[src/rtl/alu_issue_ctrl_pkg.sv]
// Shared opcode definitions for the execute-stage ALU issue path.
// R-type instruction layout, ALU op match patterns, issue FSM states.
package alu_issue_ctrl_pkg;

  typedef struct packed {
    logic [6:0] funct7;
    logic [4:0] rs2;
    logic [4:0] rs1;
    logic [2:0] funct3;
    logic [4:0] rd;
    logic [6:0] opcode;
  } r_type_t;

  typedef union packed {
    logic [31:0] raw;
    r_type_t     r;
  } instruction_t;

  localparam logic [31:0] M_ADD  = 32'b0000000_?????_?????_000_?????_0110011;
  localparam logic [31:0] M_SUB  = 32'b0100000_?????_?????_000_?????_0110011;
  localparam logic [31:0] M_SLL  = 32'b0000000_?????_?????_001_?????_0110011;
  localparam logic [31:0] M_SLT  = 32'b0000000_?????_?????_010_?????_0110011;
  localparam logic [31:0] M_SLTU = 32'b0000000_?????_?????_011_?????_0110011;
  localparam logic [31:0] M_XOR  = 32'b0000000_?????_?????_100_?????_0110011;
  localparam logic [31:0] M_SRL  = 32'b0000000_?????_?????_101_?????_0110011;
  localparam logic [31:0] M_SRA  = 32'b0100000_?????_?????_101_?????_0110011;
  localparam logic [31:0] M_OR   = 32'b0000000_?????_?????_110_?????_0110011;
  localparam logic [31:0] M_AND  = 32'b0000000_?????_?????_111_?????_0110011;

  typedef enum logic [1:0] {
    IDLE,
    EXEC,
    WB
  } alu_issue_state_t;

  localparam logic [31:0] ILLEGAL_RESULT = 32'hDEADBEEF;

endpackage

[src/rtl/alu_op_legal.sv]
// Combinational legality check of an instruction against the
// supported R-type ALU op patterns.
module alu_op_legal
  import alu_issue_ctrl_pkg::*;
(
  input  instruction_t instr_i,
  output logic         legal_o
);

  // Match against every supported ALU op; anything else is illegal.
  always_comb begin
    legal_o = 1'b0;
    casez (instr_i.raw)
      M_ADD, M_SUB, M_AND, M_OR, M_XOR,
      M_SLL, M_SRL, M_SRA, M_SLT, M_SLTU: legal_o = 1'b1;
      default:                            legal_o = 1'b0;
    endcase
  end

endmodule

[src/rtl/alu_issue_ctrl.sv]
// ALU issue/writeback controller: one cycle of ALU issue per instruction,
// result returned on a valid/ready writeback channel. Optional counters: ALU_ISSUE_PERF_EN.
module alu_issue_ctrl
  import alu_issue_ctrl_pkg::*;
#(
  parameter int RESULT_W = 32,
  parameter int RD_W     = 5
) (
  input  logic                clk,
  input  logic                reset,
  input  logic                in_valid,
  output logic                in_ready,
  input  instruction_t        in_instr,
  output logic                alu_enable,
  output instruction_t        alu_instr,
  input  logic [RESULT_W-1:0] alu_result,
  input  logic                alu_zero,
  output logic                wb_valid,
  input  logic                wb_ready,
  output logic [RD_W-1:0]     wb_rd,
  output logic [RESULT_W-1:0] wb_data,
  output logic                wb_zero,
  output logic                wb_we,
  output logic                wb_illegal
`ifdef ALU_ISSUE_PERF_EN
  ,
  output logic [31:0]         perf_issued,
  output logic [31:0]         perf_illegal
`endif
);

  alu_issue_state_t    state_q, state_d;
  instruction_t        instr_q;
  logic                legal;
  logic                accept;
  logic                in_exec;
  logic [RD_W-1:0]     wb_rd_q;
  logic [RESULT_W-1:0] wb_data_q;
  logic                wb_zero_q;
  logic                wb_we_q;
  logic                wb_illegal_q;

  alu_op_legal u_legal (
    .instr_i (instr_q),
    .legal_o (legal)
  );

  // Next state and upstream ready; WB frees the slot only on retire.
  always_comb begin
    state_d  = state_q;
    in_ready = 1'b0;
    unique case (state_q)
      IDLE: begin
        in_ready = 1'b1;
        if (in_valid) state_d = EXEC;
      end
      EXEC: state_d = WB;
      WB: begin
        in_ready = wb_ready;
        if (wb_ready) state_d = in_valid ? EXEC : IDLE;
      end
      default: state_d = IDLE;
    endcase
  end

  assign accept     = in_valid && in_ready;
  assign in_exec    = (state_q == EXEC);
  assign alu_enable = in_exec;
  assign alu_instr  = in_exec ? instr_q : '0;
  assign wb_valid   = (state_q == WB);
  assign wb_rd      = wb_rd_q;
  assign wb_data    = wb_data_q;
  assign wb_zero    = wb_zero_q;
  assign wb_we      = wb_we_q;
  assign wb_illegal = wb_illegal_q;

  // State, instruction latch, and writeback capture at the end of EXEC.
  always_ff @(posedge clk) begin
    if (reset) begin
      state_q      <= IDLE;
      instr_q      <= '0;
      wb_rd_q      <= '0;
      wb_data_q    <= '0;
      wb_zero_q    <= 1'b0;
      wb_we_q      <= 1'b0;
      wb_illegal_q <= 1'b0;
    end else begin
      state_q <= state_d;
      if (accept) instr_q <= in_instr;
      if (in_exec) begin
        wb_rd_q      <= RD_W'(instr_q.r.rd);
        wb_data_q    <= legal ? alu_result
                              : RESULT_W'(ILLEGAL_RESULT);
        wb_zero_q    <= legal && alu_zero;
        wb_we_q      <= legal && (instr_q.r.rd != 5'd0);
        wb_illegal_q <= !legal;
      end
    end
  end

`ifdef ALU_ISSUE_PERF_EN
  logic [31:0] perf_issued_q;
  logic [31:0] perf_illegal_q;

  // Saturating counts of issued and illegal EXEC cycles.
  always_ff @(posedge clk) begin
    if (reset) begin
      perf_issued_q  <= '0;
      perf_illegal_q <= '0;
    end else if (in_exec) begin
      if (perf_issued_q != '1)
        perf_issued_q <= perf_issued_q + 32'd1;
      if (!legal && perf_illegal_q != '1)
        perf_illegal_q <= perf_illegal_q + 32'd1;
    end
  end

  assign perf_issued  = perf_issued_q;
  assign perf_illegal = perf_illegal_q;
`else
  // Counters not built; nothing extra to drive.
`endif

endmodule
[config.mk]
export PLATFORM = sky130hd
export DESIGN_NAME = alu_issue_ctrl
export DESIGN_NICKNAME = d
export VERILOG_FILES = /design/src/rtl/alu_issue_ctrl_pkg.sv /design/src/rtl/alu_op_legal.sv /design/src/rtl/alu_issue_ctrl.sv
export SDC_FILE = /design/constraint.sdc
export NUM_CORES = 1
export LEC_CHECK = 0
export CAP_MARGIN = 25
export CORE_MARGIN = 2
export CORE_UTILIZATION = 35
export CTS_BUF_LIST = sky130_fd_sc_hd__clkbuf_4 sky130_fd_sc_hd__clkbuf_8 sky130_fd_sc_hd__clkbuf_16
export DETAILED_ROUTE_END_ITERATION = 16
export GPL_TIMING_DRIVEN = 0
export PLACE_DENSITY = 0.67
export SLEW_MARGIN = 0
export SYNTH_ARGS = -nofsm -noshare
export SYNTH_HDL_FRONTEND = slang
export SYNTH_SLANG_ARGS = --single-unit
[constraint.sdc]
create_clock -name clk -period 1.7 [get_ports clk]
set_input_delay 0.425 -clock clk [delete_from_list [all_inputs] [get_ports clk]]
set_output_delay 0.425 -clock clk [all_outputs]
set_load 0.005 [all_outputs]
==> reports/metrics.csv <==
stage,metric,value,unit
job,drv_cap,0,
synth,synth.most_common_cell,dfxtp_1,
status,violations,setup timing,
sta,post-route-period-util,112,%
critical_path,arrival,1.48,ns
sta,slew_violations,0,
finish,final_nets,630,
drt,via_count,3546,
die,core-area,9820,sq um
die,dieArea,10900,sq um
sta,fmax,0.524,GHz
placement,dpl.hpwl,7800,microns
die,die_w,105,microns
synth,synth_edf_count,0,
finish,multi_input_area,1840,sq um
synth,yosys-top-cells-area,"dfxtp_1 (42%), or4b_1 (9.0%), o31ai_1 (6.8%)",
global_routing,use_met3,5.80,%
synth,synth_nets,452,
critical_path,cp.required,1.27,ns
sta,finClkSkew,0.0129,ns
critical_path,path_max_fanout,4,
sta,setup_viol,33,
pwr,p_leak,0.00245,uW
clocking,clock_latency,0.35,ns
drt,drc,0,
synth,avgSynthCellArea,9.25,sq um
global_routing,grt_usage,20.0,%
clocking,cts.path.max_buffers,2,
synth,synth_top_cell_area_share,41.8,%
sta,hold_viol,0,
die,initial_core_util,36.1,%
clocking,clockRootBuffer,clkbuf_8,
sta,finalCriticalPeriod,1.91,ns
synth,synthFlopType,dfxtp_1,
pwr,p_per_area,690,nW/um^2
synth,synth_top_cells_by_count,"dfxtp_1 (74), inv_1 (39), a21oi_1 (38)",
die,io_pins,144,
drt,drtPass1Iterations,4,
synth,ys_types,30,
pwr,intPower,2930,uW
critical_path,reg2reg_from,state_q[1],
hold_path,hold_start,wb_rd[0],
global_routing,first_global_vias,3516,
synth,yosysTopAreaCell,dfxtp_1,
global_routing,grt_max_degree,13,
global_routing,grt_first_pass_wirelength,17800,microns
finish,final_cells,699,
placement,port_buffers,142,
pwr,clkPwrFrac,32.1,%
die,num_rows,36,
critical_path,end_kind,primary output,
drt,ant_nets,0,
pwr,total_power,3990,uW
hold_path,min_path_type,reg2reg,
hold_path,hold_path_depth,2,
finish,final-seq-area,1490,sq um
synth,synth.cell_area,3540,sq um
sta,rsz0062_at_grt,yes,
sta,setup_ws,-0.209,ns
global_routing,met2_usage,32.8,%
pwr,ir_drop,0.337,mV
clocking,clock_sinks,74,
finish,area_growth_syn_to_layout,63.3,%
drt,dr.first_iter.drc_count,134,
synth,ys_seq_area_share,41.8,%
global_routing,met1_usage,25.7,%
drt,wl_per_cell,15.8,microns
synth,synthArstFlopShare,0,%
global_routing,antenna_found_initial,0,
clocking,numCtsBuffers,9,
clocking,htreeDepth,3,
hold_path,holdPathEnd,wb_rd[0],
placement,dpl_cell_area,5130,sq um
synth,postSynthCellCount,383,
status,status,finished with violations,
finish,design_area,5790,sq um
placement,gp_congestion,0.805,
global_routing,overflow,0,
critical_path,critPathKind,reg2out,
sta,whs,0.462,ns
finish,postLayoutCoreUtil,58.9,%
clocking,cts_tree,done,
clocking,clk_pin_slew,0.07,ns
critical_path,start_kind,register,
pwr,p_comb_share,20.2,%
sta,tightestPinTransition,0.631,ns
critical_path,rr_worst_depth,7,
synth,synth-warning-count,0,
finish,antennaDiodeCount,0,
finish,drive_gt1_share,28.4,%
placement,post-place-cells,658,
sta,relSlewSlack,58.0,%
drt,wl,11000,microns
global_routing,grt.busiest_layer,met2,
drt,viasPerCell,5.07,
critical_path,r2r_slack,0,ns
pwr,power_frac_seq,47.6,%
synth,ys_ff_latch,74,
critical_path,reg2reg_to,instr_q[4],
pwr,swShare,26.6,%
pwr,netSwitchingPower,1060,uW
die,die_y,105,microns
finish,n_fill_cell,925,
[flip-flops by register name, indices dropped and copies added, names as in the netlist]
signal,cells
instr_q,32
state_q,2
wb_data,32
wb_illegal,1
wb_rd,5
wb_we,1
wb_zero,1
[routing by layer]
layer  routed length [microns]  up-vias  part of all wire, %
met5                         0        -                    0
met4                       209        0                  1.9
met3                       714       22                  6.5
met2                      5120      130                   46
met1                      4990     1645                   45
li1                          -     1749                    -
[final cells by class]
type                       instances  share of cell area, %
inverter                          40                   2.68
clock buffer                      12                   2.75
timing repair buffer             170                   28.6
sequential                        74                   25.7
tap                              133                   2.88
multi-input combinational        225                   31.8
buffer                            41                   5.17
clock inverter                     4                  0.454
[worst max-delay path, cell delays in order (launching register included)]
cell and delay [ns]:
dfxtp_2 0.34, nand2b_4 0.15, inv_6 0.04, buf_6 0.12
buf_6 0.12, buf_6 0.12, and2_4 0.15, buf_6 0.10
[what timing repair did]
action | CTS | global route
buffers inserted | 20 | 6
gates resized for setup | 218 | 43
gates cloned | 2 | 1
setup endpoints to repair | 36 | 84
pin swaps | 14 | 2
hold buffers | 0 | 0
[per-stage QoR]
stage | setup TNS (ns) | worst slack (ns)
2_1_floorplan | 0 | 0.155
3_5_place_dp | -29.04 | -0.840
3_3_place_gp | -27.84 | -0.844
4_1_cts | -6.90 | -0.301
6_report | -4.93 | -0.209
5_1_grt | -7.23 | -0.276
[power by group through the flow]
stage               registers, uW  logic [uW]  clock network (uW)
floorplan                    1930         313                   0
global placement             1930         672                   0
detailed placement           1940         680                   0
CTS                          1900         774                1310
global route                 1910         875                1390
finish                       1900         808                1280
[worst max path at each step]
stage | start | end | slack, ns | depth (start not counted)
floorplan | state_q[1] | alu_instr[12] | 0.16 | 6
global placement | wb_ready | in_ready | -0.84 | 7
detailed placement | wb_ready | in_ready | -0.84 | 7
CTS | state_q[1] | alu_instr[5] | -0.30 | 8
global route | state_q[1] | alu_instr[5] | -0.28 | 7
finish | state_q[1] | alu_instr[5] | -0.21 | 7
[cells in the final DEF, fill, tap and decap left out, types with 10 or more instances in the layout]
cell type        count
clkdlybuf4s50_1    106
dfxtp_1             72
inv_1               37
buf_6               35
a21oi_1             34
or4b_1              31
o31ai_1             26
nor2_1              26
a311oi_1            24
buf_2               21
and2_4              20
buf_4               18
clkbuf_1            17
clkbuf_8            12
nand3b_1            10
o41ai_2             10
[cell families after synthesis]
family	synth area share (%)
xor gates and xnor gates	0.247
AOI/OAI and AO/OA	23.2
DFF	41.8
buffers and inverters	10.6
and+or+nand+nor	24.2
(Power assumes the default switching activity.)
